`src/rtl/writeback_queue_if.sv`:
```
// rtl/writeback_queue_if.sv - producer/register-file bundle for the write-back queue
//
// Purpose: groups the two producer request paths, the register file write
//          port and the queue status outputs into one bundle.
// Signals:
//   alu_valid/alu_ready/alu_addr/alu_data   ALU result write requests
//   mem_valid/mem_ready/mem_addr/mem_data   memory-load write requests
//   wr_hold                                 suppresses issue for a cycle
//   wr_enable/wr_address/bus_data_in        registered register file write port
//   pending_mask                            per-register queued-or-issuing flags
//   count/full/empty                        FIFO occupancy status
// Modports: slave = queue side, master = producer/consumer side.
interface writeback_queue_if #(
    parameter int DATA_WIDTH = 32,
    parameter int ADDR_WIDTH = 4,
    parameter int DEPTH      = 4
);
    localparam int CNT_W = $clog2(DEPTH) + 1;
    localparam int NREG  = 2 ** ADDR_WIDTH;

    logic                  alu_valid;
    logic                  alu_ready;
    logic [ADDR_WIDTH-1:0] alu_addr;
    logic [DATA_WIDTH-1:0] alu_data;
    logic                  mem_valid;
    logic                  mem_ready;
    logic [ADDR_WIDTH-1:0] mem_addr;
    logic [DATA_WIDTH-1:0] mem_data;
    logic                  wr_hold;
    logic                  wr_enable;
    logic [ADDR_WIDTH-1:0] wr_address;
    logic [DATA_WIDTH-1:0] bus_data_in;
    logic [NREG-1:0]       pending_mask;
    logic [CNT_W-1:0]      count;
    logic                  full;
    logic                  empty;

    modport slave (
        input  alu_valid, alu_addr, alu_data,
        input  mem_valid, mem_addr, mem_data,
        input  wr_hold,
        output alu_ready, mem_ready,
        output wr_enable, wr_address, bus_data_in,
        output pending_mask, count, full, empty
    );

    modport master (
        output alu_valid, alu_addr, alu_data,
        output mem_valid, mem_addr, mem_data,
        output wr_hold,
        input  alu_ready, mem_ready,
        input  wr_enable, wr_address, bus_data_in,
        input  pending_mask, count, full, empty
    );
endinterface

```
`src/rtl/writeback_queue.sv`:
```
// rtl/writeback_queue.sv - in-order register write-back queue for ALU and load producers
//
// Purpose: buffers write-back requests from the load path (fixed priority)
//          and the ALU path in one FIFO and issues one register file write
//          per cycle from a registered output stage. Exports a pending mask
//          of every register with a write queued or issuing.
// Ports:
//   i_clk   clock, rising edge
//   i_clr   asynchronous active-high reset; also forces both readies low
//   bus     writeback_queue_if.slave (requests, write port, status)
module writeback_queue #(
    parameter int DATA_WIDTH = 32,
    parameter int ADDR_WIDTH = 4,
    parameter int DEPTH      = 4
) (
    input  logic               i_clk,
    input  logic               i_clr,
    writeback_queue_if.slave   bus
);
    localparam int PTR_W = $clog2(DEPTH);
    localparam int CNT_W = PTR_W + 1;
    localparam int NREG  = 2 ** ADDR_WIDTH;

    logic [ADDR_WIDTH-1:0] r_addr [DEPTH];
    logic [DATA_WIDTH-1:0] r_data [DEPTH];
    logic [DEPTH-1:0]      r_vld;
    logic [PTR_W-1:0]      r_wr_ptr;
    logic [PTR_W-1:0]      r_rd_ptr;
    logic [CNT_W-1:0]      r_count;
    logic                  r_wr_enable;
    logic [ADDR_WIDTH-1:0] r_wr_address;
    logic [DATA_WIDTH-1:0] r_bus_data;

    logic                  w_full;
    logic                  w_empty;
    logic                  w_mem_ready;
    logic                  w_alu_ready;
    logic                  w_push_mem;
    logic                  w_push_alu;
    logic                  w_push;
    logic                  w_pop;
    logic [ADDR_WIDTH-1:0] w_push_addr;
    logic [DATA_WIDTH-1:0] w_push_data;
    logic [NREG-1:0]       w_pending;

    assign w_full  = (r_count == CNT_W'(DEPTH));
    assign w_empty = (r_count == '0);

    // Full blocks enqueue outright, even when a pop frees a slot on the same edge.
    assign w_mem_ready = !w_full && !i_clr;
    assign w_alu_ready = !w_full && !bus.mem_valid && !i_clr;

    assign w_push_mem  = bus.mem_valid && w_mem_ready;
    assign w_push_alu  = bus.alu_valid && w_alu_ready;
    assign w_push      = w_push_mem || w_push_alu;
    assign w_push_addr = w_push_mem ? bus.mem_addr : bus.alu_addr;
    assign w_push_data = w_push_mem ? bus.mem_data : bus.alu_data;
    assign w_pop       = !bus.wr_hold && !w_empty;

    // Payload storage needs no reset: r_vld qualifies every entry.
    always_ff @(posedge i_clk) begin
        if (w_push) begin
            r_addr[r_wr_ptr] <= w_push_addr;
            r_data[r_wr_ptr] <= w_push_data;
        end
    end

    // Push and pop never target the same slot: a push needs a free slot and
    // a pop needs an occupied one, so r_wr_ptr != r_rd_ptr whenever both fire.
    always_ff @(posedge i_clk or posedge i_clr) begin
        if (i_clr) begin
            r_vld    <= '0;
            r_wr_ptr <= '0;
            r_rd_ptr <= '0;
            r_count  <= '0;
        end else begin
            if (w_push) begin
                r_vld[r_wr_ptr] <= 1'b1;
                r_wr_ptr        <= r_wr_ptr + 1'b1;
            end
            if (w_pop) begin
                r_vld[r_rd_ptr] <= 1'b0;
                r_rd_ptr        <= r_rd_ptr + 1'b1;
            end
            case ({w_push, w_pop})
                2'b10:   r_count <= r_count + 1'b1;
                2'b01:   r_count <= r_count - 1'b1;
                default: r_count <= r_count;
            endcase
        end
    end

    // Output stage: address/data hold their last value when nothing issues.
    always_ff @(posedge i_clk or posedge i_clr) begin
        if (i_clr) begin
            r_wr_enable  <= 1'b0;
            r_wr_address <= '0;
            r_bus_data   <= '0;
        end else if (w_pop) begin
            r_wr_enable  <= 1'b1;
            r_wr_address <= r_addr[r_rd_ptr];
            r_bus_data   <= r_data[r_rd_ptr];
        end else begin
            r_wr_enable  <= 1'b0;
        end
    end

    // A register stays pending while any queued entry targets it and during
    // the cycle its write is presented to the register file.
    always_comb begin
        w_pending = '0;
        for (int i = 0; i < DEPTH; i++) begin
            if (r_vld[i]) begin
                w_pending[r_addr[i]] = 1'b1;
            end
        end
        if (r_wr_enable) begin
            w_pending[r_wr_address] = 1'b1;
        end
    end

    assign bus.mem_ready    = w_mem_ready;
    assign bus.alu_ready    = w_alu_ready;
    assign bus.wr_enable    = r_wr_enable;
    assign bus.wr_address   = r_wr_address;
    assign bus.bus_data_in  = r_bus_data;
    assign bus.pending_mask = w_pending;
    assign bus.count        = r_count;
    assign bus.full         = w_full;
    assign bus.empty        = w_empty;
endmodule

```
`src/flat_wrapper.sv`:
```
// flat-port wrapper written by rule: the top's interface ports become plain ports
module writeback_queue_flat 
#(
    parameter int DATA_WIDTH = 32,
    parameter int ADDR_WIDTH = 4,
    parameter int DEPTH      = 4
)
  (i_clk, i_clr, bus_alu_valid, bus_alu_addr, bus_alu_data, bus_mem_valid, bus_mem_addr, bus_mem_data, bus_wr_hold, bus_alu_ready, bus_mem_ready, bus_wr_enable, bus_wr_address, bus_bus_data_in, bus_pending_mask, bus_count, bus_full, bus_empty);
  writeback_queue_if #(.DATA_WIDTH(DATA_WIDTH), .ADDR_WIDTH(ADDR_WIDTH), .DEPTH(DEPTH)) bus_i ();
  input  logic i_clk;
  input  logic i_clr;
  input wire logic [$bits(bus_i.alu_valid)-1:0] bus_alu_valid;
  input wire logic [$bits(bus_i.alu_addr)-1:0] bus_alu_addr;
  input wire logic [$bits(bus_i.alu_data)-1:0] bus_alu_data;
  input wire logic [$bits(bus_i.mem_valid)-1:0] bus_mem_valid;
  input wire logic [$bits(bus_i.mem_addr)-1:0] bus_mem_addr;
  input wire logic [$bits(bus_i.mem_data)-1:0] bus_mem_data;
  input wire logic [$bits(bus_i.wr_hold)-1:0] bus_wr_hold;
  output wire logic [$bits(bus_i.alu_ready)-1:0] bus_alu_ready;
  output wire logic [$bits(bus_i.mem_ready)-1:0] bus_mem_ready;
  output wire logic [$bits(bus_i.wr_enable)-1:0] bus_wr_enable;
  output wire logic [$bits(bus_i.wr_address)-1:0] bus_wr_address;
  output wire logic [$bits(bus_i.bus_data_in)-1:0] bus_bus_data_in;
  output wire logic [$bits(bus_i.pending_mask)-1:0] bus_pending_mask;
  output wire logic [$bits(bus_i.count)-1:0] bus_count;
  output wire logic [$bits(bus_i.full)-1:0] bus_full;
  output wire logic [$bits(bus_i.empty)-1:0] bus_empty;
  assign bus_i.alu_valid = bus_alu_valid;
  assign bus_i.alu_addr = bus_alu_addr;
  assign bus_i.alu_data = bus_alu_data;
  assign bus_i.mem_valid = bus_mem_valid;
  assign bus_i.mem_addr = bus_mem_addr;
  assign bus_i.mem_data = bus_mem_data;
  assign bus_i.wr_hold = bus_wr_hold;
  assign bus_alu_ready = bus_i.alu_ready;
  assign bus_mem_ready = bus_i.mem_ready;
  assign bus_wr_enable = bus_i.wr_enable;
  assign bus_wr_address = bus_i.wr_address;
  assign bus_bus_data_in = bus_i.bus_data_in;
  assign bus_pending_mask = bus_i.pending_mask;
  assign bus_count = bus_i.count;
  assign bus_full = bus_i.full;
  assign bus_empty = bus_i.empty;
  writeback_queue #(.DATA_WIDTH(DATA_WIDTH), .ADDR_WIDTH(ADDR_WIDTH), .DEPTH(DEPTH)) u_core (.i_clk(i_clk), .i_clr(i_clr), .bus(bus_i));
endmodule
```
`config.mk`:
```
export PLATFORM = sky130hd
export DESIGN_NAME = writeback_queue_flat
export DESIGN_NICKNAME = d
export VERILOG_FILES = /design/src/rtl/writeback_queue_if.sv /design/src/rtl/writeback_queue.sv /design/src/flat_wrapper.sv
export SDC_FILE = /design/constraint.sdc
export NUM_CORES = 1
export LEC_CHECK = 0
export CAP_MARGIN = 20
export CORE_AREA = 2 2 129 156
export CTS_CLUSTER_DIAMETER = 150
export DETAILED_ROUTE_END_ITERATION = 7
export DIE_AREA = 0 0 131 158
export PLACE_DENSITY_LB_ADDON = 0.25
export SLEW_MARGIN = 40
export SYNTH_ARGS = -nofsm -noshare
export SYNTH_HDL_FRONTEND = slang
export SYNTH_SLANG_ARGS = --single-unit
```
`constraint.sdc`:
```
create_clock -name i_clk -period 7.2 [get_ports i_clk]
set_clock_uncertainty 0.2 [all_clocks]
set_input_delay 1.08 -clock i_clk [delete_from_list [all_inputs] [get_ports i_clk]]
set_output_delay 1.08 -clock i_clk [all_outputs]
set_load 0.02 [all_outputs]
```
== Word-level counts from Yosys, hierarchy flattened ==
Memories as Yosys holds them, arrays and structs flattened. A register that Yosys moved wholly into a read port is not among the register bits.
Index checks and enable logic that the tools add are counted.
Widths: inputs -> output; s select.

* Bits in latches: 0
* Memories kept: 2
* Word-level logic and storage cells: 83
* Flip-flop bits (word level): 12
* RAM bits: 144
* Memory bits (read-only): 0

{| class="wikitable"
|+ Memory list
! memory !! depth !! bits a word !! read ports !! clocked after memory_dff !! write ports !! RTL line !! source
|-
| u_core.r_data || 4 || 32 || 1 || 1 || 1 || writeback_queue.sv:25 || <nowiki>logic [DATA_WIDTH-1:0] r_data [DEPTH];</nowiki>
|-
| u_core.r_addr || 4 || 4 || 5 || 1 || 1 || writeback_queue.sv:24 || <nowiki>logic [ADDR_WIDTH-1:0] r_addr [DEPTH];</nowiki>
|}

* $mul: 0
* Bitwise gates (word level): 7
* Multiplexer cells: 27
* Shift-type cells: 0
* Add/subtract/negate cells: 4
* Order comparisons: 14
* Eq/ne operators: 3
* Reduce and logical (&&, ||, !) cells: 21
* Div/mod/pow operators: 0

{| class="wikitable"
|+ Operators with widths
! kind !! number
|-
| $mux 16 || 5
|-
| $or 16x16->16 || 4
|-
| $mux 32 || 1
|-
| $lt 4x5->1 const B || 5
|-
| $demux 1 s4 || 5
|-
| $ge 4x1->1 const B || 5
|-
| $logic_and 1x1->1 || 13
|-
| $mux 4 || 3
|-
| $mux 1 || 10
|-
| $lt 2x3->1 const B || 2
|-
| $pmux 3 s2 || 1
|-
| $logic_not 1->1 || 5
|-
| $add 2x1->2 const B || 2
|-
| $and 4x4->4 || 1
|-
| $demux 1 s2 || 2
|-
| $ge 2x1->1 const B || 2
|-
| $not 4->4 || 1
|-
| $or 4x4->4 || 1
|-
| $add 3x1->3 const B || 1
|-
| $eq 3x3->1 const B || 1
|-
| $logic_not 3->1 || 1
|-
| $sub 3x1->3 const B || 1
|-
| $eq 2x1->1 const B || 1
|-
| $eq 2x2->1 const B || 1
|-
| other kinds (2) || 2
|}

== Depth between registers and ports, before layout ==
* Depth after elaboration: 13
* Gate-level depth with buffers: 9
* Depth with buffers taken out: 9

== Worst setup path before layout ==
Ideal clock, no wire load.

* Path type: input port to flip-flop
* Start: input port i_clr
* End: memory u_core.r_addr[0][0] (enable)
* Data arrival time: 5200 ps
* Cell stages on the path: 2
* Setup slack: 1264 ps
* Library setup time: 536 ps
* Required time: 6464 ps
* Buffers on the path: 1
* Cell sequence: clkbuf_1 -> nor4b_1

* Cells in the longest elaborated chain, start to end: 6
* Elaborated cells on any way between the ends: 8

{| class="wikitable"
|+ Ends and longest elaborated chain
! item !! RTL line !! source
|-
| from (decl) || flat_wrapper.sv:11 || <nowiki>input logic i_clr;</nowiki>
|-
| $logic_not 1->1 (*) || writeback_queue.sv:50, writeback_queue.sv:51 ||
|-
| $logic_and 1x1->1 (on tied branches) || writeback_queue.sv:50, writeback_queue.sv:51 ||
|-
| $logic_and 1x1->1 (on tied branches) || writeback_queue.sv:53, writeback_queue.sv:54 ||
|-
| $logic_or 1x1->1 (*) || writeback_queue.sv:55 || <nowiki>assign w_push = w_push_mem || w_push_alu;</nowiki>
|-
| $mux 1 (*) || writeback_queue.sv:62 || <nowiki>if (w_push) begin</nowiki>
|-
| $mux 1 (not written as such) (*) || writeback_queue.sv:63 || <nowiki>r_addr[r_wr_ptr] <= w_push_addr;</nowiki>
|-
| to (decl) || writeback_queue.sv:24 ||
|}

Every way passes the cells marked *; elsewhere a longest branch is shown, timed or not.

== Worst setup path after layout ==
* Start: input port i_clr
* End: output port bus_alu_ready

* Cells in the longest elaborated chain, start to end: 2

{| class="wikitable"
|+ Ends and longest elaborated chain
! item !! RTL line !! source
|-
| $logic_not 1->1 || writeback_queue.sv:51 || <nowiki>assign w_alu_ready = !w_full && !bus.mem_valid && !i_clr;</nowiki>
|-
| $logic_and 1x1->1 || writeback_queue.sv:51 ||
|-
| to (decl) || flat_wrapper.sv:19 || <nowiki>output wire logic [$bits(bus_i.alu_ready)-1:0] bus_alu_ready;</nowiki>
|}

No other way between the ends.

==> flow_results.xml <==
<?xml version="1.0" encoding="UTF-8"?>
<metrics>
  <group name="outcome">
    <metric name="status" unit="">completed</metric>
  </group>
  <group name="floorplan">
    <metric name="fp.coreArea" unit="sq um">19300</metric>
    <metric name="floorplan.die_area" unit="sq um">20700</metric>
    <metric name="boundaryPins" unit="">137</metric>
    <metric name="initial_core_util" unit="%">44.3</metric>
    <metric name="dieHeight" unit="um">158</metric>
    <metric name="row_count" unit="">56</metric>
    <metric name="die-width" unit="um">131</metric>
  </group>
  <group name="setup_path">
    <metric name="worst-r2r-setup-slack" unit="ns">4.51</metric>
    <metric name="cp_max_fo" unit="">9</metric>
    <metric name="criticalPathCategory" unit="">in2out</metric>
    <metric name="arrival" unit="ns">2.71</metric>
    <metric name="timing.critical_path.to_type" unit="">primary output</metric>
    <metric name="start_kind" unit="">input port</metric>
    <metric name="timing.critical_path.required" unit="ns">5.92</metric>
  </group>
  <group name="run">
    <metric name="max_cap_viol_count" unit="">0</metric>
  </group>
  <group name="cts">
    <metric name="cts_post_setup_buffers_inserted" unit="">0</metric>
    <metric name="cts_resized" unit="">0</metric>
    <metric name="cts.hold.buffers_added" unit="">0</metric>
    <metric name="clock_tree.root_cell" unit="">sky130_fd_sc_hd__clkbuf_16</metric>
    <metric name="cts_tree" unit="">built</metric>
    <metric name="cts.htree.levels" unit="">4</metric>
    <metric name="cts_inserted_buffers" unit="">17</metric>
    <metric name="cts_buffer_depth" unit="">2</metric>
    <metric name="clk_latency_worst_skew_pair" unit="ns">0.43</metric>
    <metric name="numClockSinks" unit="">192</metric>
    <metric name="worst_setup_hold_path_clk_slew" unit="ns">0.07</metric>
  </group>
  <group name="global_route">
    <metric name="grt_util_all_layers" unit="%">19.5</metric>
    <metric name="grt_antenna_before_repair" unit="">0</metric>
    <metric name="grt_max_degree" unit="">45</metric>
    <metric name="globalRouteMet3Util" unit="%">3.48</metric>
    <metric name="top_usage_layer" unit="">met2</metric>
    <metric name="use_met1" unit="%">23.3</metric>
    <metric name="grt_pass1_wl" unit="um">29600</metric>
    <metric name="grtUsageMet2" unit="%">34.4</metric>
    <metric name="first_global_vias" unit="">5216</metric>
    <metric name="gr-total-overflow" unit="">0</metric>
  </group>
  <group name="yosys">
    <metric name="ys_seq_area_share" unit="%">64.8</metric>
    <metric name="async_flop_share" unit="%">25.0</metric>
    <metric name="post_synthesis_net_count" unit="">571</metric>
    <metric name="synth_edf_count" unit="">144</metric>
    <metric name="synthesis.instances" unit="">484</metric>
    <metric name="avg_synthesized_cell_area" unit="sq um">17.6</metric>
    <metric name="postSynthRegisterBits" unit="">192</metric>
    <metric name="synthesis.yosys.warnings" unit="">0</metric>
    <metric name="synth.lib_cells_used.distinct" unit="">43</metric>
    <metric name="synth_flop_cell" unit="">sky130_fd_sc_hd__edfxtp_1</metric>
    <metric name="syn_area" unit="sq um">8530</metric>
  </group>
  <group name="sta">
    <metric name="timing.fmax" unit="MHz">251</metric>
    <metric name="finalHoldViolCount" unit="">0</metric>
    <metric name="maxSlewViolCount" unit="">0</metric>
    <metric name="grt_setup_unrepaired" unit="">no</metric>
    <metric name="max_slew.worst_pin.slew" unit="ns">0.730</metric>
    <metric name="timing.setup.tns" unit="ns">0</metric>
    <metric name="finalCritPeriodShare" unit="%">55.4</metric>
    <metric name="final_setup_violation_count" unit="">0</metric>
    <metric name="post-route-worst-setup-slack" unit="ns">3.21</metric>
    <metric name="timing.final.crit_period" unit="ns">3.99</metric>
    <metric name="slew-limit-headroom" unit="%">51.3</metric>
  </group>
  <group name="place">
    <metric name="final_weighted_congestion_in_routability_driven_placement" unit="">0.857</metric>
    <metric name="port_buffers" unit="">136</metric>
    <metric name="detailed_place_hpwl" unit="um">12300</metric>
    <metric name="pre_cts_ws" unit="ns">3.21</metric>
    <metric name="place_area" unit="sq um">10100</metric>
  </group>
  <group name="route">
    <metric name="initialDrtViolationCount" unit="">315</metric>
    <metric name="routed_wl" unit="um">19200</metric>
    <metric name="firstDrtPassIters" unit="">4</metric>
    <metric name="via_count" unit="">4878</metric>
    <metric name="drc" unit="">0</metric>
    <metric name="post_drt_wl_per_cell" unit="um">21.4</metric>
    <metric name="routed_via_density" unit="">5.44</metric>
    <metric name="number_of_nets_with_antenna_violations_after_detailed_routing" unit="">0</metric>
  </group>
  <group name="final_layout">
    <metric name="layout-drive-gt1-share" unit="%">25.6</metric>
    <metric name="antenna_cells_inserted" unit="">0</metric>
    <metric name="nNetsFinal" unit="">710</metric>
    <metric name="layout-area-overhead-vs-synth" unit="%">25.5</metric>
    <metric name="fillerInstances" unit="">1550</metric>
    <metric name="fin_area" unit="sq um">10700</metric>
  </group>
  <group name="power">
    <metric name="power_density" unit="nW/um^2">378</metric>
    <metric name="vdd.ir_drop.worst" unit="uV">191</metric>
    <metric name="p_leak" unit="nW">3.75</metric>
  </group>
  <group name="hold_path">
    <metric name="hold_path.class" unit="">reg2reg</metric>
  </group>
</metrics>
==> synth_stat cells, types with 2 or more instances <==
cell type,n,area [sq um]
sky130_fd_sc_hd__edfxtp_1,144,4320
sky130_fd_sc_hd__dfrtp_1,48,1200
sky130_fd_sc_hd__mux2_2,44,495
sky130_fd_sc_hd__mux4_2,36,811
sky130_fd_sc_hd__mux2_4,30,450
sky130_fd_sc_hd__nor3_1,17,85.1
sky130_fd_sc_hd__o22ai_1,17,106
sky130_fd_sc_hd__nand2b_1,14,87.6
sky130_fd_sc_hd__nor2_1,11,41.3
sky130_fd_sc_hd__inv_1,10,37.5
sky130_fd_sc_hd__nand3b_1,10,75.1
sky130_fd_sc_hd__clkbuf_1,9,33.8
sky130_fd_sc_hd__ha_1,9,113
sky130_fd_sc_hd__or3_1,9,56.3
sky130_fd_sc_hd__nand2_1,8,30.0
sky130_fd_sc_hd__nor4b_1,7,61.3
sky130_fd_sc_hd__nand3_1,6,30.0
sky130_fd_sc_hd__or4_1,6,45.0
sky130_fd_sc_hd__buf_2,5,25.0
sky130_fd_sc_hd__a2bb2oi_1,4,35.0
sky130_fd_sc_hd__buf_6,4,45.0
sky130_fd_sc_hd__buf_12,3,60.1
sky130_fd_sc_hd__nor3b_1,3,22.5
sky130_fd_sc_hd__o32ai_1,3,26.3
sky130_fd_sc_hd__xnor2_1,3,26.3
sky130_fd_sc_hd__buf_1,2,7.51
sky130_fd_sc_hd__nand4_1,2,12.5
sky130_fd_sc_hd__o22a_1,2,17.5
sky130_fd_sc_hd__or2_2,2,12.5
sky130_fd_sc_hd__or3b_2,2,17.5
sky130_fd_sc_hd__xor2_1,2,17.5
==> placed cells by master (no fill, tap or decap), types with 2 or more instances in the layout <==
master | Yosys | layout
sky130_fd_sc_hd__o32ai_1 | 3 | 3
sky130_fd_sc_hd__ha_1 | 9 | 9
sky130_fd_sc_hd__nand2_1 | 8 | 8
sky130_fd_sc_hd__nor3b_1 | 3 | 3
sky130_fd_sc_hd__nor3b_4 | 1 | 2
sky130_fd_sc_hd__nor4b_1 | 7 | 3
sky130_fd_sc_hd__nand4_1 | 2 | 2
sky130_fd_sc_hd__xnor2_1 | 3 | 3
sky130_fd_sc_hd__mux4_2 | 36 | 36
sky130_fd_sc_hd__or3_1 | 9 | 9
sky130_fd_sc_hd__nand3b_1 | 10 | 10
sky130_fd_sc_hd__inv_6 | 0 | 3
sky130_fd_sc_hd__or4_1 | 6 | 6
sky130_fd_sc_hd__nand2b_1 | 14 | 14
sky130_fd_sc_hd__xor2_1 | 2 | 2
sky130_fd_sc_hd__dfrtp_1 | 48 | 46
sky130_fd_sc_hd__nor4b_2 | 0 | 4
sky130_fd_sc_hd__or3b_2 | 2 | 2
sky130_fd_sc_hd__clkbuf_16 | 0 | 17
sky130_fd_sc_hd__o22a_1 | 2 | 2
sky130_fd_sc_hd__o22ai_1 | 17 | 17
sky130_fd_sc_hd__inv_8 | 0 | 2
sky130_fd_sc_hd__buf_4 | 1 | 8
sky130_fd_sc_hd__clkinv_4 | 0 | 6
sky130_fd_sc_hd__inv_1 | 10 | 9
sky130_fd_sc_hd__a2bb2oi_1 | 4 | 4
sky130_fd_sc_hd__nor2_1 | 11 | 11
sky130_fd_sc_hd__nor3_1 | 17 | 17
sky130_fd_sc_hd__edfxtp_1 | 144 | 144
sky130_fd_sc_hd__mux2_2 | 44 | 44
sky130_fd_sc_hd__nand3_1 | 6 | 6
sky130_fd_sc_hd__mux2_4 | 30 | 30
sky130_fd_sc_hd__or2_2 | 2 | 2
sky130_fd_sc_hd__clkdlybuf4s50_1 | 0 | 136
==> cell type report <==
class,instances,area [sq um],share of cell area (%)
multi-input cells,258,2830,26.4
inverters,10,37.5,0.351
repair buffers,144,1420,13.3
well taps,261,327,3.05
clock buffers,19,443,4.14
clock inverters,13,125,1.17
flip-flops and latches,192,5530,51.6
==> cells by family (layout without fill, tap and decap cells) <==
family | count (synthesis) | in the layout | share of synthesized area [%]
xor+xnor | 5 | 5 | 0.513
mux | 111 | 111 | 20.7
compound gates | 29 | 29 | 2.46
fa+ha+maj | 10 | 10 | 1.55
buf+inv | 34 | 186 | 2.54
simple gates | 103 | 103 | 7.45
flops | 192 | 192 | 64.8
==> metrics by stage <==
stage / instances / utilization [%] / hold slack, ns / total power [W]
2_1_floorplan: 484 / - / 0.334 / 0.00264
3_5_place_dp: 865 / 52.6 / 0.296 / 0.00321
4_1_cts: 897 / 55.6 / 0.311 / 0.00411
3_3_place_gp: 865 / 52.6 / 0.292 / 0.00318
5_1_grt: 897 / 55.6 / 0.326 / 0.00426
6_report: 897 / 55.6 / 0.303 / 0.00405
==> path summary, 6_finish.rpt <==
path | startpoint | to | depth (start not counted)
max in group asynchronous | i_clr | u_core.r_rd_ptr[1]$_DFFE_PP0N_ | 3
min in group asynchronous | i_clr | u_core.bus.count[2]$_DFFE_PP0P_ | 2
max | i_clr | bus_alu_ready | 3
min | u_core.bus.bus_data_in[1]$_DFFE_PP0N_ | u_core.bus.bus_data_in[1]$_DFFE_PP0N_ | 1
max reg2reg | u_core.bus.count[0]$_DFFE_PP0P_ | u_core.bus.count[2]$_DFFE_PP0P_ | 9
min reg2reg | u_core.bus.bus_data_in[1]$_DFFE_PP0N_ | u_core.bus.bus_data_in[1]$_DFFE_PP0N_ | 1
==> routing by layer <==
metal	share of wire, %	up-vias	routed length (um)
met5	0	-	0
met4	2.9	0	552
met3	3.6	36	698
met2	54	146	10300
met1	40	2489	7630
li1	-	2207	-
==> where the power goes <==
part | switching [W] | total (W) | internal (W)
Clock | 0.000424 | 0.000889 | 0.000466
Sequential | 0.000244 | 0.00174 | 0.00150
Combinational | 0.000660 | 0.00142 | 0.000760
Total | 0.00133 | 0.00405 | 0.00272
==> state kept, by name, indices dropped and copies added, names as in the netlist <==
| signal | cells |
|---|---|
| u_core.bus.bus_data_in | 32 |
| u_core.bus.count | 3 |
| u_core.bus.wr_address | 4 |
| u_core.bus.wr_enable | 1 |
| u_core.r_addr | 16 |
| u_core.r_data | 128 |
| u_core.r_rd_ptr | 2 |
| u_core.r_vld | 4 |
| u_core.r_wr_ptr | 2 |
==> critical path: stages <==
cell and delay (ns):
sky130_fd_sc_hd__clkdlybuf4s50_1 0.65, sky130_fd_sc_hd__nor3_1 0.32, sky130_fd_sc_hd__clkdlybuf4s50_1 0.66
(Power assumes the default switching activity.)
